**config.mk**
```make
export PLATFORM = sky130hd
export DESIGN_NAME = scan_result_fifo
export DESIGN_NICKNAME = d
export VERILOG_FILES = /design/src/rtl/scan_result_fifo.sv
export SDC_FILE = /design/constraint.sdc
export NUM_CORES = 1
export LEC_CHECK = 0
export BUFFER_PORTS_ARGS = -buffer_cell sky130_fd_sc_hd__buf_2
export CORE_UTILIZATION = 40
export DETAILED_ROUTE_END_ITERATION = 12
export GPL_ROUTABILITY_DRIVEN = 0
export PLACE_DENSITY_LB_ADDON = 0.25
export SETUP_SLACK_MARGIN = 0.15
export SLEW_MARGIN = 20
export SYNTH_ARGS = -nofsm -noshare
export SYNTH_HDL_FRONTEND = slang
export SYNTH_SLANG_ARGS = --single-unit
export TNS_END_PERCENT = 30
```
**constraint.sdc**
```tcl
create_clock -name clk -period 10.1 [get_ports clk]
set_input_delay 1.01 -clock clk [delete_from_list [all_inputs] [get_ports clk]]
set_output_delay 1.01 -clock clk [all_outputs]
set_load 0.03 [all_outputs]
```
**src/rtl/scan_result_fifo.sv**
```systemverilog
// scan_result_fifo: captures {data_ex, counter_time_ex} from the pulse counter on each rising edge
// of stop into a DEPTH-entry FIFO. The host drains it over the 8-bit addr/data register bus.
// Optional feature macro: SCAN_FIFO_TIMESTAMP_EN adds a free-running 32-bit cycle counter that is
// stored with each entry and readable at BASE_ADDR+12..+15.
module scan_result_fifo #(
  parameter int unsigned DATA_WIDTH = 8,
  parameter int unsigned DEPTH      = 16,
  parameter logic [7:0]  BASE_ADDR  = 8'h40
) (
  input  logic                  clk,
  input  logic                  res_n,
  input  logic                  stop,
  input  logic [31:0]           data_ex,
  input  logic [31:0]           counter_time_ex,
  input  logic [7:0]            addr,
  input  logic [DATA_WIDTH-1:0] data_in,
  input  logic                  we,
  output logic [DATA_WIDTH-1:0] data_out,
  output logic                  not_empty,
  output logic                  full
);

  localparam int unsigned PtrW = $clog2(DEPTH);
  localparam int unsigned CntW = PtrW + 1;
`ifdef SCAN_FIFO_TIMESTAMP_EN
  localparam int unsigned EntryW = 96;
`else
  localparam int unsigned EntryW = 64;
`endif

  // Entry layout: [31:0] counter_time_ex, [63:32] data_ex, [95:64] timestamp (optional)
  typedef enum logic [1:0] {
    S_IDLE,
    S_CAPTURE,
    S_HOLD
  } state_e;

  state_e               r_state;
  logic                 r_stop_d;
  logic [PtrW-1:0]      r_wr_ptr;
  logic [PtrW-1:0]      r_rd_ptr;
  logic [CntW-1:0]      r_count;
  logic [7:0]           r_ovf_cnt;
  logic                 r_ovf_flag;
  logic [DATA_WIDTH-1:0] r_data_out;
  logic [EntryW-1:0]    r_mem [DEPTH];

  logic                 w_ctrl_hit;
  logic                 w_clear;
  logic                 w_pop;
  logic                 w_cap;
  logic                 w_push;
  logic                 w_ovf;
  logic                 w_full;
  logic                 w_empty;
  logic [EntryW-1:0]    w_entry;
  logic [EntryW-1:0]    w_head;
  logic [7:0]           w_offset;
  logic [7:0]           w_rd_data;
  logic                 w_unused_data_in;

`ifdef SCAN_FIFO_TIMESTAMP_EN
  logic [31:0]          r_ts;

  // Free-running cycle counter sampled into each captured entry
  always_ff @(posedge clk or negedge res_n) begin
    if (!res_n) begin
      r_ts <= 32'd0;
    end else begin
      r_ts <= r_ts + 32'd1;
    end
  end

  assign w_entry = {r_ts, data_ex, counter_time_ex};
`else
  assign w_entry = {data_ex, counter_time_ex};
`endif

  assign w_full  = (r_count == CntW'(DEPTH));
  assign w_empty = (r_count == '0);

  // Control decode; clear overrides both pop and a coincident capture
  assign w_ctrl_hit = we && (addr == BASE_ADDR + 8'd11);
  assign w_clear    = w_ctrl_hit && data_in[1];
  assign w_pop      = w_ctrl_hit && data_in[0] && !w_empty && !w_clear;
  assign w_cap      = (r_state == S_CAPTURE);
  // Fullness is judged before any same-cycle pop, so a pop never makes room for this capture
  assign w_push     = w_cap && !w_full && !w_clear;
  assign w_ovf      = w_cap && w_full && !w_clear;

  assign w_unused_data_in = ^data_in[DATA_WIDTH-1:2];

  // Capture FSM: one capture per rising edge of stop, then wait for stop to drop
  always_ff @(posedge clk or negedge res_n) begin
    if (!res_n) begin
      r_state  <= S_IDLE;
      r_stop_d <= 1'b1;  // a stop already high at reset release is not an edge
    end else begin
      r_stop_d <= stop;
      unique case (r_state)
        S_IDLE: begin
          if (stop && !r_stop_d) begin
            r_state <= S_CAPTURE;
          end
        end
        S_CAPTURE: begin
          r_state <= S_HOLD;
        end
        S_HOLD: begin
          if (!stop) begin
            r_state <= S_IDLE;
          end
        end
        default: begin
          r_state <= S_IDLE;
        end
      endcase
    end
  end

  // Pointers, occupancy and overflow bookkeeping
  always_ff @(posedge clk or negedge res_n) begin
    if (!res_n) begin
      r_wr_ptr   <= '0;
      r_rd_ptr   <= '0;
      r_count    <= '0;
      r_ovf_cnt  <= 8'd0;
      r_ovf_flag <= 1'b0;
    end else if (w_clear) begin
      r_wr_ptr   <= '0;
      r_rd_ptr   <= '0;
      r_count    <= '0;
      r_ovf_cnt  <= 8'd0;
      r_ovf_flag <= 1'b0;
    end else begin
      if (w_push) begin
        r_wr_ptr <= r_wr_ptr + PtrW'(1);
      end
      if (w_pop) begin
        r_rd_ptr <= r_rd_ptr + PtrW'(1);
      end
      r_count <= r_count + CntW'(w_push) - CntW'(w_pop);
      if (w_ovf) begin
        r_ovf_flag <= 1'b1;
        if (r_ovf_cnt != 8'hFF) begin
          r_ovf_cnt <= r_ovf_cnt + 8'd1;
        end
      end
    end
  end

  // Entry storage; deliberately not reset
  always_ff @(posedge clk) begin
    if (w_push) begin
      r_mem[r_wr_ptr] <= w_entry;
    end
  end

  assign w_head   = r_mem[r_rd_ptr];
  assign w_offset = addr - BASE_ADDR;

  // Register read mux; head fields read zero while the FIFO is empty
  always_comb begin
    w_rd_data = 8'h00;
    if (w_offset < 8'd16) begin
      case (w_offset[3:0])
        4'd0: w_rd_data = 8'(r_count);
        4'd1: w_rd_data = {5'b0, r_ovf_flag, w_full, w_empty};
        4'd2: w_rd_data = r_ovf_cnt;
        4'd3: w_rd_data = w_empty ? 8'h00 : w_head[39:32];
        4'd4: w_rd_data = w_empty ? 8'h00 : w_head[47:40];
        4'd5: w_rd_data = w_empty ? 8'h00 : w_head[55:48];
        4'd6: w_rd_data = w_empty ? 8'h00 : w_head[63:56];
        4'd7: w_rd_data = w_empty ? 8'h00 : w_head[7:0];
        4'd8: w_rd_data = w_empty ? 8'h00 : w_head[15:8];
        4'd9: w_rd_data = w_empty ? 8'h00 : w_head[23:16];
        4'd10: w_rd_data = w_empty ? 8'h00 : w_head[31:24];
`ifdef SCAN_FIFO_TIMESTAMP_EN
        4'd12: w_rd_data = w_empty ? 8'h00 : w_head[71:64];
        4'd13: w_rd_data = w_empty ? 8'h00 : w_head[79:72];
        4'd14: w_rd_data = w_empty ? 8'h00 : w_head[87:80];
        4'd15: w_rd_data = w_empty ? 8'h00 : w_head[95:88];
`endif
        default: w_rd_data = 8'h00;
      endcase
    end
  end

  // Read data is registered from addr every cycle
  always_ff @(posedge clk or negedge res_n) begin
    if (!res_n) begin
      r_data_out <= '0;
    end else begin
      r_data_out <= DATA_WIDTH'(w_rd_data);
    end
  end

  assign data_out  = r_data_out;
  assign not_empty = !w_empty;
  assign full      = w_full;

endmodule
```
-- Word level (Yosys, flattened, before mapping)
Memories as Yosys holds them, arrays and structs flattened.
Index checks and enable logic that the tools add are counted.
W data, S select, Z words.
- reduce and logical (&&, ||, !) cells: 23
- muxes and demuxes: 25
- equal/unequal tests: 17
- add/sub/neg operators: 6
- magnitude comparators: 1
- operator list (kind ; count):
    $mux W8 ; 12
    $pmux W8 S11 ; 1
    $eq A4 B3 Y1 const B ; 4
    $mux W4 ; 4
    $eq A4 B4 Y1 const B ; 3
    $logic_and A1 B1 Y1 ; 10
    $add A4 B1 Y4 const B ; 2
    $add A8 B1 Y8 const B ; 1
    $eq A4 B2 Y1 const B ; 2
    $eq A8 B7 Y1 const B ; 1
    $lt A8 B5 Y1 const B ; 1
    $ne A8 B8 Y1 const B ; 1
    $reduce_bool A2 Y1 ; 4
    $sub A8 B7 Y8 const B ; 1
    $pmux W2 S3 ; 1
    $add A5 B1 Y5 ; 1
    $eq A5 B5 Y1 const B ; 1
    $logic_not A5 Y1 ; 1
    $mux W5 ; 1
    $sub A5 B1 Y5 ; 1
    $eq A4 B1 Y1 const B ; 1
    $logic_not A1 Y1 ; 4
    $logic_not A4 Y1 ; 1
    $mux W1 ; 4
    6 further kinds ; 9
- flip-flop bits (word level): 33
- memories kept: 1
- RAM bits: 1024
- memory list (name ; depth ; width ; rd ports ; clocked after Yosys merged registers in ; write ports ; RTL line ; source):
    r_mem ; 16 ; 64 ; 1 ; 0 ; 1 ; 46 ; logic [EntryW-1:0] r_mem [DEPTH];

-- Logic depth before layout (Yosys ltp)
Gate-level depths: netlist (run 1).
- depth after elaboration: 8
- depth in mapped cells: 17
- depth with buffers taken out: 17

-- Worst setup path after synthesis (run 1)
Ideal clock, no wire load.
- kind: input to register
- start point: in addr[2]
- end point: mem r_mem[3][0] (enable)
- cell stages on the path: 7
- path slack: 1357 ps
- arrival: 8099 ps
- library setup time: 644 ps
- data required time: 9456 ps
- buffers on the path: 1
- cell sequence: buf_2 > nand2b_1 > nor2_1 > and3_1 > nor3_1 > inv_1 > nor4_1
- cells in the longest elaborated chain, start to end: 7
- ends and longest elaborated chain (item ; RTL line ; source):
    from (decl) ; 15 ; input logic [7:0] addr,
    $eq A8 B7 Y1 ; 83 ; assign w_ctrl_hit = we && (addr == BASE_ADDR + 8'd11);
    $logic_and A1 B1 Y1 ; 83 ;
    $logic_and A1 B1 Y1 ; 84 ; assign w_clear = w_ctrl_hit && data_in[1];
    $logic_not A1 Y1 ; 88 ; assign w_push = w_cap && !w_full && !w_clear;
    $logic_and A1 B1 Y1 ; 88 ;
    $mux W1 ; 154 ; if (w_push) begin
    $mux W1 (implied by the code) ; 155 ; r_mem[r_wr_ptr] <= w_entry;
    to (decl) ; 46 ;
Every way passes these cells.

-- Worst setup path after layout (run 1)
- start point: reg r_rd_ptr[0]
- end point: reg r_data_out[3] (netlist: data_out[3])
- cells in the longest elaborated chain, start to end: 4
- ends and longest elaborated chain (item ; RTL line ; source):
    from (decl) ; 41 ; logic [PtrW-1:0] r_rd_ptr;
    from (signal assigned) ; 140 ; r_rd_ptr <= r_rd_ptr + PtrW'(1);
    $mem_v2 Z16 W64 (*) ; - ;
    $mux W8 (tied with other cells) ; 177 ; 4'd10: w_rd_data = w_empty ? 8'h00 : w_head[31:24];
    $pmux W8 S11 (*) ; 166 ; case (w_offset[3:0])
    $mux W8 (*) ; 165 ; if (w_offset < 8'd16) begin
    named net w_rd_data[3] ; 59 ; logic [7:0] w_rd_data;
    to (signal assigned) ; 194 ; r_data_out <= DATA_WIDTH'(w_rd_data);
    to (decl) ; 45 ; logic [DATA_WIDTH-1:0] r_data_out;
Mark *: on every way through the listed nets, which the timed path passes. The rest lies on a longest branch.
A chain may end at the register's enable or synchronous reset.

==> impl_metrics.csv, run 1 <==
group,metric,value,unit
route,met1_length,45700,um
route,drtAntennaViolNets,0,
route,dr.first_iter.drc_count,1944,
layout,fill_cells,8634,
flow_run,maxCapViolations,0,
yosys,netlist_instances,2259,
yosys,syn_area_per_cell,18.4,um^2
clocking,clk_pin_slew,0.06,ns
yosys,ys_types,56,
power,finalPower,9.33,mW
clocking,cts_tree,"built",
critical_path,critical_path.max_stage_delay,0.97,ns
place,dpl-instance-area,43600,um^2
place,dp_cells,3665,
sta,setup_viol,0,
route,dr_total_vias,21600,
critical_path,cp_cell_sequence,"buf_12, buf_4, mux2i_1, a22oi_1, nand3_1, nand2_1, a2111oi_0, buf_4, nand4_1, a22o_1",
sta,max_freq,0.192,GHz
yosys,synth_top_area_share,0.742,
clocking,ctsRootBufferMaster,"clkbuf_16",
floorplanning,ioPinCount,94,
critical_path,end_kind,"flip-flop",
clocking,clock_latency,0.69,ns
clocking,clk_path_buf_depth,3,
critical_path,path_class,"reg2reg",
critical_path,reg2reg_from,"r_rd_ptr[0]",
layout,fin_area,47000,um^2
place,pre_cts_slack,4.87,ns
clocking,cts.sinks,1057,
sta,setup_slack,4.89,ns
yosys,synth_edf_count,1024,
global_routing,grt_overflow,0,
clocking,postCtsSetupBuffers,0,
hold_path,hold_class,"in2async",
sta,setup_total_negative_slack,0,ns
yosys,synthArstFlopShare,0.0312,
power,powerDensity,198,nW/um^2
yosys,synth_area_leaders,"edfxtp_1 74%, mux2i_1 11%, a22oi_1 3.6%",
floorplanning,dieWidth,324,um
layout,final_core_util,0.460,
floorplanning,coreArea,102000,um^2
critical_path,path_max_fanout,112,
sta,drv_slew,0,
floorplanning,initial_utilization,0.405,
critical_path,critPathLaunchType,"flip-flop",
layout,instances_no_fill,3868,
sta,finalHoldViolCount,0,
clocking,cts_htree_levels,3,
critical_path,critPathMostFrequentCell,"buf_4",
global_routing,grt_max_degree,113,
route,dr.pass1.iters,6,
global_routing,grt_pass1_vias,21700,
floorplanning,dieHeight,324,um
floorplanning,rows,117,
yosys,synth-seq-cells,1057,
critical_path,critPathLaunch,"r_rd_ptr[0]",
power,ir_worst_vdd,0.167,mV
route,avgViaCountPerCell,5.59,
yosys,syn_area,41500,um^2
layout,seqCellArea,31600,um^2
place,hpwl,57700,um
place,place.port_buffers,87,
global_routing,grt_pass1_wl,153000,um
sta,fin_crit_sh,0.516,
run_status,status,"finished, final reports clean",
yosys,synth.most_common_cell,"edfxtp_1",
yosys,yosys.area.top_type,"edfxtp_1",
critical_path,required,10.66,ns
yosys,synth_flop_cell,"edfxtp_1",
yosys,yosysWarnings,0,
route,wl_met3,6730,um
route,top_layer,"met5",
global_routing,grt_use_total,0.206,
critical_path,cp_slowest_cell,"a2111oi_0",
clocking,cts_made_buffers,109,
critical_path,cp.arrival,5.77,ns
yosys,synthesis.nets,2356,
yosys,ys_top_cells_by_count,"1,024 x edfxtp_1, 461 x mux2i_1, 198 x a22oi_1, 79 x nand3_1, 50 x nand2_1",
clocking,postCtsResizedCells,0,
layout,drive_gt1_frac,0.151,
route,finalWirelength,108000,um
layout,multiInputGateArea,9270,um^2
sta,worstMarginPinSlew,1.13,ns
sta,rsz0062_at_grt,"false",
sta,whs,0.392,ns
sta,finalCriticalPeriod,5.21,ns
clocking,cts_hold_buf,0,
sta,fin_skew,0.0215,ns
layout,fin_nets,2505,
route,wire_per_inst,28.0,um
sta,slew-limit-headroom,0.224,
power,p_leak,14.2,nW
route,drc,0,
yosys,synth-seq-area-share,0.762,
global_routing,antenna_found_initial,18,
route,wl_met2,53200,um
layout,syn2layout_area_growth,13.4,%
floorplanning,dieArea,105000,um^2
-- metal layers --
layer | up-vias | GRT usage
met5 | - | 0
met4 | 14 | 0.0583
met3 | 176 | 0.0368
met2 | 646 | 0.344
met1 | 11300 | 0.275
li1 | 9480 | -
-- area by class of cell --
class / instances / area share
clock buffers: 145 / 0.0627
clock inverters: 53 / 0.00897
well taps: 1368 / 0.0364
flip-flops and latches: 1057 / 0.672
repair buffers: 160 / 0.0217
diodes: 5 / 0.000266
multi-input cells: 1064 / 0.197
inverters: 16 / 0.00128
-- logic make-up after synthesis --
logic type      share of synthesized area
xor+xnor                          0.00296
flops                               0.762
compound gates                     0.0499
mux                                 0.131
buf+inv                            0.0193
fa+ha+maj                         0.00410
simple gates                       0.0315
-- cells in the final DEF, fill, tap and decap left out, types with 5 or more instances in the layout --
cell	instances
nand2b_1	8
nand4_1	25
ha_1	12
mux2i_1	461
clkinv_2	14
xor2_1	8
nor3_2	11
o21ai_0	9
a31oi_1	10
nor2_1	38
mux4_2	30
a221oi_1	27
inv_1	16
and3_1	5
a22oi_1	198
clkbuf_1	32
mux2_2	11
nand2_1	50
nor2_4	5
bufinv_16	6
buf_4	70
clkinv_1	26
buf_2	87
dfrtp_1	31
xnor2_1	6
clkbuf_16	113
nor4_2	5
diode_2	5
edfxtp_1	1024
a21oi_1	8
nand3_1	79
-- registers in the layout, indices dropped and copies added, names as in the netlist --
register	count
r_rd_ptr	4
r_mem	1024
r_stop_d	1
r_ovf_flag	1
r_count	5
r_wr_ptr	4
data_out	8
r_ovf_cnt	8
r_state	2
-- power breakdown --
| part | total (mW) | switching (mW) | internal, mW |
|---|---|---|---|
| sequential | 5.04 | 0.0738 | 4.97 |
| combinational | 0.492 | 0.341 | 0.150 |
| clock | 3.80 | 1.61 | 2.19 |
-- final timing paths --
kind | slack, ns | cells after the start | endpoint
max reg2reg | 4.89 | 10 | data_out[3]
min reg2reg | 0.47 | 1 | r_state[0]
max | 4.89 | 10 | data_out[3]
max in group asynchronous | 9.16 | 1 | r_rd_ptr[0]
min in group clk | 0.46 | 1 | r_stop_d
min | 0.39 | 1 | data_out[0]
-- critical path, delay by kind of cell (launching register included) --
| kind | cells | cell delay, ns |
|---|---|---|
| buf+inv | 3 | 1.79 |
| compound gates | 3 | 1.43 |
| flops | 1 | 0.80 |
| simple gates | 3 | 0.50 |
| mux | 1 | 0.30 |
No activity file was read; power rests on OpenSTA's default activity.
==> inputs of run 2 (changes only) <==
Settings changed: ABC_AREA set to 1.
Clock period 10.1 ns to 4.35 ns, I/O delays scaled along.
==> run 2 against run 1 <==
Sequential share of layout area is 4.2 points lower. Highest routed layer unchanged. Via count is 34% higher. Wire length is 6.4% higher. Power is 140% higher. First-iteration DRC count is 41% higher. Die area is 7.5% higher.
==> impl_metrics.csv, run 2 <==
group,metric,value,unit
run_status,status,"finished, final reports clean",
layout,top_register,"r_mem",
clocking,clk_pin_slew,0.06,ns
sta,setup_slack,1.09,ns
critical_path,reg2reg_from,"r_rd_ptr[0]",
yosys,synth_area_leaders,"edfxtp_1 69%, nand2_1 11%, nand3_1 7.0%",
critical_path,ff2ff_path_depth,12,
sta,worstMarginPinSlew,1.15,ns
hold_path,hold_end,"r_mem[6][43]",
route,drtAntennaViolNets,0,
yosys,syn_area_per_cell,10.8,um^2
yosys,netlist_instances,4145,
sta,setup_viol,0,
floorplanning,ioPinCount,94,
yosys,ys_types,30,
sta,max_freq,0.306,GHz
floorplanning,rows,122,
yosys,yosys.area.top_type,"edfxtp_1",
yosys,synth-seq-cells,1057,
critical_path,path_class,"reg2out",
global_routing,grt_max_degree,172,
power,p_int,17.2,mW
power,powerDensity,454,nW/um^2
yosys,synth_flop_cell,"edfxtp_1",
sta,finalCriticalPeriod,3.26,ns
power,swShare,0.247,
route,drc,0,
yosys,synthesis.nets,4242,
power,ir_worst_vdd,0.347,mV
critical_path,path_max_fanout,36,
critical_path,regToRegSetupSlack,1.32,ns
global_routing,grt_use_total,0.205,
global_routing,grt_pass1_vias,27400,
route,finalWirelength,115000,um
global_routing,antenna_found_initial,16,
power,p_seq_frac,0.508,
power,p_leak,19.8,nW
clocking,clk_path_buf_depth,3,
layout,syn2layout_area_growth,12.5,%
clocking,ctsRootBufferMaster,"clkbuf_16",
critical_path,critPathLaunchType,"flip-flop",
critical_path,cp.arrival,2.83,ns
power,finalPower,22.8,mW
place,dp_cells,5562,
flow_run,maxCapViolations,0,
floorplanning,dieWidth,336,um
yosys,synth_edf_count,1024,
layout,final_core_util,0.453,
clocking,cts.sinks,1057,
power,power_frac_comb,0.102,
clocking,clock_latency,0.70,ns
global_routing,grt_overflow,0,
global_routing,grt_pass1_wl,173000,um
layout,layout_commonest_cell,"nand2_1",
route,dr_total_vias,29000,
place,place.port_buffers,87,
clocking,cts_tree,"built",
sta,whs,0.108,ns
critical_path,required,3.91,ns
critical_path,reg2reg_to,"data_out[3]",
layout,instances_no_fill,5774,
clocking,cts_htree_levels,3,
layout,fin_nets,4287,
place,pre_cts_slack,1.19,ns
layout,largest_reg_flops,1024,
sta,drv_slew,0,
route,avgViaCountPerCell,5.03,
route,dr.pass1.iters,6,
floorplanning,dieArea,113000,um^2
yosys,yosysWarnings,0,
floorplanning,coreArea,111000,um^2
route,dr.first_iter.drc_count,2749,
yosys,synthArstFlopShare,0.0312,
route,wire_per_inst,20.0,um
layout,drive_gt1_frac,0.0756,
layout,final_cell_mix,"1,359 x nand2_1, 1,024 x edfxtp_1, 626 x nand3_1",
sta,slew-limit-headroom,0.236,
sta,finalHoldViolCount,0,
sta,rsz0062_at_grt,"false",
floorplanning,dieHeight,336,um
yosys,synth-seq-area-share,0.708,
yosys,ys_top_cells_by_count,"1,359 x nand2_1, 1,024 x edfxtp_1, 626 x nand3_1, 373 x inv_1, 314 x nor2_1",
power,pwr-share-clk,0.390,
hold_path,hold_depth,1,
clocking,postCtsResizedCells,0,
hold_path,hold_start,"data_ex[11]",
sta,fin_crit_sh,0.750,
yosys,syn_area,44600,um^2
clocking,cts_made_buffers,112,
place,hpwl,58500,um
sta,fin_skew,0.0297,ns
yosys,synth_top_area_share,0.689,
critical_path,end_kind,"primary output",
hold_path,hold_class,"in2reg",
layout,fill_cells,10000,
floorplanning,initial_utilization,0.403,
power,switching_power,5.62,mW
yosys,synth.most_common_cell,"nand2_1",
-- run 2: worst max-delay path: stages (launching register included) --
cell	delay, ns
dfrtp_1	0.38
inv_1	0.08
ha_1	0.21
nand3_1	0.08
nor2_1	0.08
inv_2	0.50
buf_4	0.49
buf_2	0.29
-- run 2: kinds of logic after synthesis --
| family | synth area share |
|---|---|
| flip-flops | 0.708 |
| AND/OR/NAND/NOR | 0.213 |
| XOR/XNOR | 0.000786 |
| buffers and inverters | 0.0562 |
| adder cells (fa/ha/maj) | 0.00382 |
| AO/OA/AOI/OAI | 0.0182 |
-- run 2: worst max-delay path by stage --
stage | startpoint | end | slack [ns]
finish | r_count[2] | not_empty | 1.09
global route | r_count[2] | not_empty | 0.95
CTS | r_count[2] | not_empty | 1.07
detailed placement | addr[4] | r_mem[8][24] | 1.19
global placement | addr[4] | r_count[4] | 1.15
floorplan | r_count[2] | r_mem[0][0] | -0.02
-- run 2: repair_timing --
item                                   4_1_cts  5_1_grt
endpoints found under the hold margin       33        0
setup buffers                                0        0
hold buffers                                 2        0
-- run 2: through the flow --
| step | instance area, um^2 | TNS (ns) |
|---|---|---|
| 6_report | 50200 | 0 |
| 5_1_grt | 50200 | 0 |
| 4_1_cts | 50200 | 0 |
| 3_5_place_dp | 46700 | 0 |
| 3_3_place_gp | 46700 | 0 |
| 2_1_floorplan | 44600 | -22.32 |
-- run 2: power groups by stage --
stage | registers [mW] | logic (mW) | clock network (mW)
floorplan | 11.8 | 1.51 | 0
global placement | 11.8 | 2.30 | 0
detailed placement | 11.8 | 2.32 | 0
CTS | 11.6 | 2.33 | 9.06
global route | 11.6 | 2.60 | 9.44
finish | 11.6 | 2.31 | 8.89
-- run 2: cell type report --
cell class	instances	area, um^2	area share
timing repair buffer	151	1210	0.0241
clock inverter	40	288	0.00574
sequential	1057	31600	0.630
clock buffer	168	3130	0.0623
multi-input combinational	2491	10600	0.212
tap	1488	1860	0.0371
antenna	2	5.00	0.0000998
inverter	377	1450	0.0288
-- run 2: per-layer routing --
| layer | share of wire | global-route usage | vias to the layer above |
|---|---|---|---|
| met5 | 0.00089 | 0 | - |
| met4 | 0.025 | 0.0578 | 18 |
| met3 | 0.064 | 0.0336 | 203 |
| li1 | - | - | 13900 |
| met1 | 0.44 | 0.289 | 14000 |
| met2 | 0.47 | 0.327 | 849 |
